$ cat src/rtl/instruction_decode_queue_pkg.sv
// Shared RV32I encodings, decoded-instruction element and immediate extraction
// for the decode queue and its field decoder.
package instruction_decode_queue_pkg;

  typedef enum logic [6:0] {
    op_load  = 7'b0000011,
    op_imm   = 7'b0010011,
    op_auipc = 7'b0010111,
    op_store = 7'b0100011,
    op_reg   = 7'b0110011,
    op_lui   = 7'b0110111,
    op_br    = 7'b1100011,
    op_jalr  = 7'b1100111,
    op_jal   = 7'b1101111
  } rv32i_opcode_t;

  typedef enum logic [2:0] {
    f3_beq  = 3'd0,
    f3_bne  = 3'd1,
    f3_blt  = 3'd4,
    f3_bge  = 3'd5,
    f3_bltu = 3'd6,
    f3_bgeu = 3'd7
  } branch_funct3_t;

  typedef enum logic [2:0] {
    f3_lb  = 3'd0,
    f3_lh  = 3'd1,
    f3_lw  = 3'd2,
    f3_lbu = 3'd4,
    f3_lhu = 3'd5
  } load_funct3_t;

  typedef enum logic [2:0] {
    f3_sb = 3'd0,
    f3_sh = 3'd1,
    f3_sw = 3'd2
  } store_funct3_t;

  typedef enum logic [2:0] {
    f3_add  = 3'd0,
    f3_sll  = 3'd1,
    f3_slt  = 3'd2,
    f3_sltu = 3'd3,
    f3_xor  = 3'd4,
    f3_sr   = 3'd5,
    f3_or   = 3'd6,
    f3_and  = 3'd7
  } arith_funct3_t;

  typedef enum logic [5:0] {
    illegal,
    lui, auipc, jal, jalr,
    br_beq, br_bne, br_blt, br_bge, br_bltu, br_bgeu,
    ld_lb, ld_lh, ld_lw, ld_lbu, ld_lhu,
    st_sb, st_sh, st_sw,
    imm_add, imm_slt, imm_sltu, imm_xor, imm_or, imm_and, imm_sll, imm_srl, imm_sra,
    rr_add, rr_sub, rr_sll, rr_slt, rr_sltu, rr_xor, rr_srl, rr_sra, rr_or, rr_and
  } instr_kind_t;

  typedef struct packed {
    instr_kind_t instruction;
    logic [31:0] pc;
    logic        cb1;
    logic [31:0] val1;
    logic        cb2;
    logic [31:0] val2;
    logic [4:0]  dest;
    logic        branch;
    logic [31:0] b_imm;
  } instruction_element_t;

  function automatic logic [31:0] imm_i(input logic [31:0] w);
    return {{20{w[31]}}, w[31:20]};
  endfunction

  function automatic logic [31:0] imm_s(input logic [31:0] w);
    return {{20{w[31]}}, w[31:25], w[11:7]};
  endfunction

  function automatic logic [31:0] imm_b(input logic [31:0] w);
    return {{19{w[31]}}, w[31], w[7], w[30:25], w[11:8], 1'b0};
  endfunction

  function automatic logic [31:0] imm_u(input logic [31:0] w);
    return {w[31:12], 12'b0};
  endfunction

  function automatic logic [31:0] imm_j(input logic [31:0] w);
    return {{11{w[31]}}, w[31], w[19:12], w[20], w[30:21], 1'b0};
  endfunction

endpackage

$ cat src/rtl/instruction_decode_queue_field_decode.sv
// Combinational RV32I field decoder: raw word + PC to a queue element and an
// illegal flag. Illegal words decode to an element carrying only pc and kind.
module rv32i_field_decode
  import instruction_decode_queue_pkg::*;
(
  input  logic [31:0]          instr,
  input  logic [31:0]          pc,
  output instruction_element_t element,
  output logic                 illegal_flag
);

  logic [2:0]  f3;
  logic [6:0]  f7;
  logic [4:0]  rd;
  logic [31:0] rs1_val;
  logic [31:0] rs2_val;
  logic        shift_f7_ok;

  assign f3          = instr[14:12];
  assign f7          = instr[31:25];
  assign rd          = instr[11:7];
  assign rs1_val     = {27'b0, instr[19:15]};
  assign rs2_val     = {27'b0, instr[24:20]};
  assign shift_f7_ok = (f7 == 7'h00) || (f7 == 7'h20);

  always_comb begin
    instruction_element_t el;
    logic bad;
    el        = '0;
    el.pc     = pc;
    bad       = (instr[1:0] != 2'b11);
    case (instr[6:0])
      op_lui: begin
        el.instruction = lui;
        el.val2        = imm_u(instr);
        el.dest        = rd;
      end
      op_auipc: begin
        el.instruction = auipc;
        el.val1        = pc;
        el.val2        = imm_u(instr);
        el.dest        = rd;
      end
      op_jal: begin
        el.instruction = jal;
        el.val1        = pc;
        el.val2        = imm_j(instr);
        el.dest        = rd;
        el.branch      = 1'b1;
      end
      op_jalr: begin
        el.instruction = jalr;
        el.cb1         = 1'b1;
        el.val1        = rs1_val;
        el.val2        = imm_i(instr);
        el.dest        = rd;
        el.branch      = 1'b1;
        bad            = bad | (f3 != 3'd0);
      end
      op_br: begin
        el.cb1    = 1'b1;
        el.cb2    = 1'b1;
        el.val1   = rs1_val;
        el.val2   = rs2_val;
        el.branch = 1'b1;
        el.b_imm  = imm_b(instr);
        case (f3)
          f3_beq:  el.instruction = br_beq;
          f3_bne:  el.instruction = br_bne;
          f3_blt:  el.instruction = br_blt;
          f3_bge:  el.instruction = br_bge;
          f3_bltu: el.instruction = br_bltu;
          f3_bgeu: el.instruction = br_bgeu;
          default: bad = 1'b1;
        endcase
      end
      op_load: begin
        el.cb1   = 1'b1;
        el.val1  = rs1_val;
        el.b_imm = imm_i(instr);
        el.dest  = rd;
        case (f3)
          f3_lb:   el.instruction = ld_lb;
          f3_lh:   el.instruction = ld_lh;
          f3_lw:   el.instruction = ld_lw;
          f3_lbu:  el.instruction = ld_lbu;
          f3_lhu:  el.instruction = ld_lhu;
          default: bad = 1'b1;
        endcase
      end
      op_store: begin
        el.cb1   = 1'b1;
        el.cb2   = 1'b1;
        el.val1  = rs1_val;
        el.val2  = rs2_val;
        el.b_imm = imm_s(instr);
        case (f3)
          f3_sb:   el.instruction = st_sb;
          f3_sh:   el.instruction = st_sh;
          f3_sw:   el.instruction = st_sw;
          default: bad = 1'b1;
        endcase
      end
      op_imm: begin
        el.cb1  = 1'b1;
        el.val1 = rs1_val;
        el.val2 = imm_i(instr);
        el.dest = rd;
        case (f3)
          f3_add:  el.instruction = imm_add;
          f3_slt:  el.instruction = imm_slt;
          f3_sltu: el.instruction = imm_sltu;
          f3_xor:  el.instruction = imm_xor;
          f3_or:   el.instruction = imm_or;
          f3_and:  el.instruction = imm_and;
          f3_sll: begin
            el.instruction = imm_sll;
            bad            = bad | ~shift_f7_ok;
          end
          default: begin
            el.instruction = f7[5] ? imm_sra : imm_srl;
            bad            = bad | ~shift_f7_ok;
          end
        endcase
      end
      op_reg: begin
        el.cb1  = 1'b1;
        el.cb2  = 1'b1;
        el.val1 = rs1_val;
        el.val2 = rs2_val;
        el.dest = rd;
        if (f7 == 7'h00) begin
          case (f3)
            f3_add:  el.instruction = rr_add;
            f3_sll:  el.instruction = rr_sll;
            f3_slt:  el.instruction = rr_slt;
            f3_sltu: el.instruction = rr_sltu;
            f3_xor:  el.instruction = rr_xor;
            f3_sr:   el.instruction = rr_srl;
            f3_or:   el.instruction = rr_or;
            default: el.instruction = rr_and;
          endcase
        end else if (f7 == 7'h20 && f3 == f3_add) begin
          el.instruction = rr_sub;
        end else if (f7 == 7'h20 && f3 == f3_sr) begin
          el.instruction = rr_sra;
        end else begin
          bad = 1'b1;
        end
      end
      default: bad = 1'b1;
    endcase

    // Illegal words carry only their PC so downstream can trap on them.
    if (bad) begin
      el             = '0;
      el.pc          = pc;
      el.instruction = illegal;
    end
    element      = el;
    illegal_flag = bad;
  end

endmodule

$ cat src/rtl/instruction_decode_queue.sv
// Decode-and-buffer stage: decodes one fetched word per cycle into a DEPTH-entry
// FIFO of instruction elements, with flush and illegal-instruction reporting.
module instruction_decode_queue
  import instruction_decode_queue_pkg::*;
#(
  parameter int DEPTH        = 4,
  parameter bit DROP_ILLEGAL = 1'b1
) (
  input  logic                     clk,
  input  logic                     rst,
  input  logic                     fetch_vld_i,
  output logic                     fetch_rdy_o,
  input  logic [31:0]              instr_i,
  input  logic [31:0]              pc_i,
  input  logic                     flush_i,
  input  logic                     rdy_i,
  output logic                     vld_o,
  output instruction_element_t     instruction_o,
  output logic                     illegal_o,
  output logic [31:0]              illegal_pc_o,
  output logic [$clog2(DEPTH):0]   count_o
);

  localparam int PTR_W = $clog2(DEPTH);
  localparam int CNT_W = PTR_W + 1;

  instruction_element_t storage [DEPTH];
  instruction_element_t dec_element;
  logic                 dec_illegal;
  logic [PTR_W-1:0]     rd_ptr;
  logic [PTR_W-1:0]     wr_ptr;
  logic                 accept;
  logic                 enq;
  logic                 deq;

  rv32i_field_decode u_field_decode (
    .instr        (instr_i),
    .pc           (pc_i),
    .element      (dec_element),
    .illegal_flag (dec_illegal)
  );

  assign fetch_rdy_o   = (count_o != CNT_W'(DEPTH));
  assign vld_o         = (count_o != '0);
  assign instruction_o = vld_o ? storage[rd_ptr] : '0;

  assign accept = fetch_vld_i & fetch_rdy_o;
  assign deq    = vld_o & rdy_i;
  assign enq    = accept & ~flush_i & ~(DROP_ILLEGAL & dec_illegal);

  // Storage holds data only; occupancy decides which entries are meaningful.
  always_ff @(posedge clk) begin
    if (enq) begin
      storage[wr_ptr] <= dec_element;
    end
  end

  always_ff @(posedge clk or negedge rst) begin
    if (!rst) begin
      rd_ptr       <= '0;
      wr_ptr       <= '0;
      count_o      <= '0;
      illegal_o    <= 1'b0;
      illegal_pc_o <= '0;
    end else if (flush_i) begin
      rd_ptr    <= '0;
      wr_ptr    <= '0;
      count_o   <= '0;
      illegal_o <= 1'b0;
    end else begin
      if (enq) begin
        wr_ptr <= wr_ptr + PTR_W'(1);
      end
      if (deq) begin
        rd_ptr <= rd_ptr + PTR_W'(1);
      end
      case ({enq, deq})
        2'b10:   count_o <= count_o + CNT_W'(1);
        2'b01:   count_o <= count_o - CNT_W'(1);
        default: count_o <= count_o;
      endcase
      illegal_o <= accept & dec_illegal;
      if (accept & dec_illegal) begin
        illegal_pc_o <= pc_i;
      end
    end
  end

endmodule

$ cat config.mk
export PLATFORM = sky130hd
export DESIGN_NAME = instruction_decode_queue
export DESIGN_NICKNAME = d
export VERILOG_FILES = /design/src/rtl/instruction_decode_queue_pkg.sv /design/src/rtl/instruction_decode_queue_field_decode.sv /design/src/rtl/instruction_decode_queue.sv
export SDC_FILE = /design/constraint.sdc
export NUM_CORES = 1
export LEC_CHECK = 0
export BUFFER_PORTS_ARGS = -buffer_cell sky130_fd_sc_hd__buf_2
export CORE_MARGIN = 2
export CORE_UTILIZATION = 63
export DETAILED_ROUTE_END_ITERATION = 8
export PLACE_DENSITY_LB_ADDON = 0.2
export SLEW_MARGIN = 10
export SYNTH_ARGS = -nofsm -noshare
export SYNTH_HDL_FRONTEND = slang
export SYNTH_SLANG_ARGS = --single-unit
$ cat constraint.sdc
create_clock -name clk -period 12.7 [get_ports clk]
set_input_delay 0.635 -clock clk [delete_from_list [all_inputs] [get_ports clk]]
set_output_delay 0.635 -clock clk [all_outputs]
set_load 0.01 [all_outputs]
# == After elaboration in Yosys (flattened, before gate mapping) ==
# Memories as Yosys holds them, arrays and structs flattened.
# Index checks and enable logic that the tools add are counted.
# op_classes
n_eq_ne,21
addsub,4
n_reduce_logical,23
n_bitwise,10
mux,36
# op_table
op,count
142-bit two-way mux,2
32-bit one-hot mux with 4 select lines,1
32-bit one-hot mux with 3 select lines,1
6-bit one-hot mux with 7 select lines,2
32-bit one-hot mux with 2 select lines,1
6-bit one-hot mux with 9 select lines,1
7-bit by 6-bit == test with 1-bit output (second input constant),4
4-bit one-hot mux with 6 select lines,1
7-bit == test (second input constant),3
4-bit one-hot mux with 5 select lines,1
6-bit two-way mux,3
6-bit OR reduction,3
5-bit one-hot mux with 3 select lines,1
7-bit by 5-bit == test with 1-bit output (second input constant),2
1-bit two-way mux,14
3-bit == test (second input constant),4
3-bit OR reduction,4
3-bit nonzero test,3
2-bit two-way mux,4
7-bit by 2-bit == test with 1-bit output (second input constant),1
7-bit logical NOT,1
1-bit one-hot mux with 7 select lines,1
7-bit OR reduction,1
3-bit by 2-bit == test with 1-bit output (second input constant),2
21 further kinds,33
# word_totals
out_inout_bits,180
regBits,40
mem_count,1
word_cells,100
ramBits,568
inputBits,69
# mem_list
name,depth,word_bits,rd,rd_ports_with_merged_regs,write_ports,line,source
storage,4,142,1,0,1,instruction_decode_queue.sv:27,instruction_element_t storage [DEPTH];

# == Longest topological paths before layout ==
# logic_depth
word_depth,11
depth_mapped,13
mapped_depth_nobuf,10

# == By module ==
# Synthesis repeated with hierarchy kept, for this count alone.
# unflattened
hier_cells,1353
hier_area_um2,25404.4
# by_module_without_submodules
module,area_each_um2,seq_area_each_um2,cells_per_inst,n_inst
instruction_decode_queue,23217.3,18057.3,1019,1
rv32i_field_decode,2187.1,0.0,334,1

# == Worst setup path before layout ==
# OpenSTA, ideal clock, no wires.
# synth_path
kind,input to register
startpoint,in instr_i[2]
endpoint,"mem storage[0][0] (netlist name), enable pin"
required_time_ps,12203
setup_slack_ps,7578
arrival_time_ps,4625
stages,8
n_path_buf,2
cell_sequence,buf_6 nor2b_1 a211o_1 a21oi_1 nand4b_4 nor2_4 buf_6 and2_1
# synth_between
elab_chain_cells,7
elab_cells_between_ends,15
classes_between,eq/ne: 9; mux: 3; bitwise: 2; reduce/logical: 1
# synth_rtl
element,line,source
from (decl),instruction_decode_queue.sv:13,"input logic [31:0] instr_i,"
7-bit by 6-bit == test with 1-bit output (tied with other cells),instruction_decode_queue_field_decode.sv:32,case (instr[6:0])
3-bit OR reduction (no line),--,
1-bit one-hot mux with 7 select lines (*),instruction_decode_queue_field_decode.sv:32,
1-bit NOT (*),instruction_decode_queue.sv:49,assign enq = accept & ~flush_i & ~(DROP_ILLEGAL & dec_illegal);
1-bit AND (*),instruction_decode_queue.sv:49,
1-bit two-way mux (*),instruction_decode_queue.sv:53,if (enq) begin
1-bit two-way mux (not written as such) (*),instruction_decode_queue.sv:54,storage[wr_ptr] <= dec_element;
to (decl),instruction_decode_queue.sv:27,
# Every way passes the cells marked *; elsewhere a longest branch is shown, timed or not.

==> results.cfg <==
[yosys]
syn_area_um2 = 22000
netlist.area_leader.share_pct = 67.2
netlist_instances = 1190
yosysWarnings = 0
yosysSeqAreaShare_pct = 71.8
synth_area_leaders = edfxtp_1 67%, mux4_2 13%, dfrtp_1 4.6%
postSynth.asyncResetShare_pct = 7.52
ys_types = 58
yosysTopAreaCell = edfxtp_1
ys.flop_type = edfxtp_1
synth_fp_nets = 1264
ys_seq_elements = 532
avgSynthCellArea_um2 = 18.5
synth-edff-count = 492

[routing]
vias = 11600
drt_iter0_markers = 994
post_drt_wl_per_cell_um = 25.1
firstDrtPassIters = 5
via_per_inst = 6.06
wirelength_mm = 47.8
drtAntennaViolNets = 0
post-route-drc-count = 0

[clock_tree]
cts_tree = done
numCtsBuffers = 51
clockBufferDepth = 3
clkTransAtPathRegs_ns = 0.06
clock_latency_ns = 0.56
cts_setup_buffers = 0
cts_root_buffer = clkbuf_16
ctsResizeCount = 0
cts_hold_buffers = 0
cts_max_level = 2
clkSinkCount = 532

[layout]
multi_input_area_um2 = 5720
area_growth_pct = 13.9
drive_gt1_share_pct = 34.6
fill_cells = 2126
regArea_um2 = 15800
diodes = 0
nets = 1488

[sta]
finalClockSkew_ns = 0.0168
tns_ns = 0
fin_crit_ns = 4.19
hold_slack_ns = 0.159
max_freq_ghz = 0.239
tightest_slew_ns = 1.24
maxSlewHeadroom_pct = 16.6
finalCritPeriodShare_pct = 33.0
drv_slew = 0
setup_viol = 0
rsz0062_at_grt = no
hold_violations = 0

[critical_path]
r2r_start = count_o[0]
worstPathArrival_ns = 3.55
r2r_end = storage[1][115]
endpoint_kind = output port
worstPathRequired_ns = 12.06
cp_top_family = flip-flops
path_cells = buf_4 -> mux4_2 -> and2_1 -> buf_2
startpoint_type = register
worst-path-buf-inv = 2
r2r_slack_ns = 9.30
path_max_fanout = 65
slowest_delay_ns = 1.09
r2r_cells = 7
slowest_stage = dfrtp_4
crit_type = register to output port

[global_routing]
antenna_found_initial = 0
grt_first_pass_wirelength_mm = 71.7
track_usage_pct = 26.8
grt_max_degree = 98
grt_pass1_vias = 11800
grt_overflow = 0

[floorplan]
fp.dieArea_um2 = 36400
core-area_um2 = 34500
initial_utilization_pct = 63.8
die_h_um = 191
fp-row-count = 68
die_x_um = 191
io_pins = 249

[run]
maxCapViolCount = 0

[pwr]
p_leak_uw = 0.00927
ir_drop_mv = 0.158
p_switching_uw = 1260
p_sw_share_pct = 27.6
comb_power_share_pct = 24.6
seq_power_share_pct = 44.0
p_clk_share_pct = 31.4
powerDensity_nw_per_um2 = 183
intPower_uw = 3310

[status]
status = complete, no violations

[place]
port_buffers = 248
gp_congestion = 0.881
post-dp-hpwl_mm = 28.5

[min_path]
hold_path.class = input pin to async pin
## per-layer routing
layer	global-route usage, %	wire length [um]	vias up
met1	39.3	19800	6011
met3	3.83	2950	76
li1	-	-	5057
met2	42.4	23700	421
met5	0	0	-
met4	8.91	1330	0
## layout by cell type (no fill, tap or decap), drive strengths merged, types with 5 or more instances in the layout
master	Yosys	final
a21oi	38	38
a22oi	10	10
and2	150	150
and2b	6	6
buf	47	262
clkbuf	44	70
clkinv	0	15
dfrtp	40	40
edfxtp	492	492
inv	7	9
mux2	34	34
mux4	123	123
nand2	33	33
nand2b	6	6
nand3	9	9
nor2	45	45
nor2b	28	28
nor3	5	5
o21ai	14	14
## Yosys cell counts, types with 2 or more instances
cell type / number
edfxtp_1: 492
and2_1: 150
mux4_2: 123
clkbuf_1: 44
nor2_1: 44
dfrtp_1: 40
a21oi_1: 38
nand2_1: 33
mux2_4: 29
nor2b_1: 28
buf_4: 19
o21ai_0: 13
buf_2: 11
a22oi_1: 10
buf_1: 10
nand3_1: 9
buf_6: 7
inv_1: 7
and2b_1: 6
nand2b_1: 6
nor3_1: 5
ha_1: 4
mux2_2: 4
nand3b_1: 4
o31ai_1: 4
xor2_1: 4
a21o_1: 3
a22o_1: 3
a31oi_1: 3
and3_1: 3
a41oi_1: 2
and3b_1: 2
mux2i_1: 2
o22a_1: 2
or2_2: 2
or3_1: 2
## how the worst max path moves through the flow
| stage | start | endpoint | slack, ns | cells past startpoint |
|---|---|---|---|---|
| after global routing | rd_ptr[0] | instruction_o[24] | 8.20 | 4 |
| after floorplan | instr_i[2] | storage[0][0] | 7.58 | 8 |
| after detailed placement | instr_i[5] | storage[1][127] | 8.21 | 9 |
| final | rd_ptr[1] | instruction_o[24] | 8.51 | 4 |
| after global placement | instr_i[5] | storage[1][125] | 8.24 | 9 |
| after CTS | rd_ptr[0] | instruction_o[94] | 8.39 | 4 |
## metrics by stage
step	cells	utilization, %	setup WS (ns)	total power [uW]	area, um2
floorplan	1190	-	7.58	2780	22000
global placement	1816	68.0	8.24	3180	23400
detailed placement	1816	68.0	8.21	3190	23400
CTS	1907	72.6	8.39	4630	25000
global route	1907	72.6	8.20	4770	25000
finish	1907	72.6	8.51	4580	25000
## state kept, by name, indices dropped and copies added (netlist names)
name and cells:
illegal_o 1, storage 492, wr_ptr 2, count_o 3, illegal_pc_o 32, rd_ptr 2
## area by class of cell
class / count / share of cell area [%]
flip-flops and latches: 532 / 63.1
multi-input cells: 560 / 22.9
clock buffers: 70 / 5.54
repair buffers: 262 / 5.38
well taps: 455 / 2.27
clock inverters: 21 / 0.780
inverters: 7 / 0.105
## cell families after synthesis
| family | Yosys count | share of synthesized area (%) |
|---|---|---|
| DFF | 532 | 71.8 |
| adders and majority gates | 5 | 0.319 |
| buffers and inverters | 98 | 2.30 |
| AOI/OAI and AO/OA | 88 | 2.54 |
| xor gates and xnor gates | 5 | 0.199 |
| and+or+nand+nor | 303 | 7.94 |
| muxes | 159 | 14.9 |
## power groups by stage
stage	registers, uW	clock network, uW	logic (uW)
5_1_grt	2030	1530	1210
4_1_cts	2020	1460	1150
3_3_place_gp	2050	0	1130
2_1_floorplan	2030	0	751
3_5_place_dp	2050	0	1140
6_report	2020	1440	1130
(Power assumes the default switching activity.)
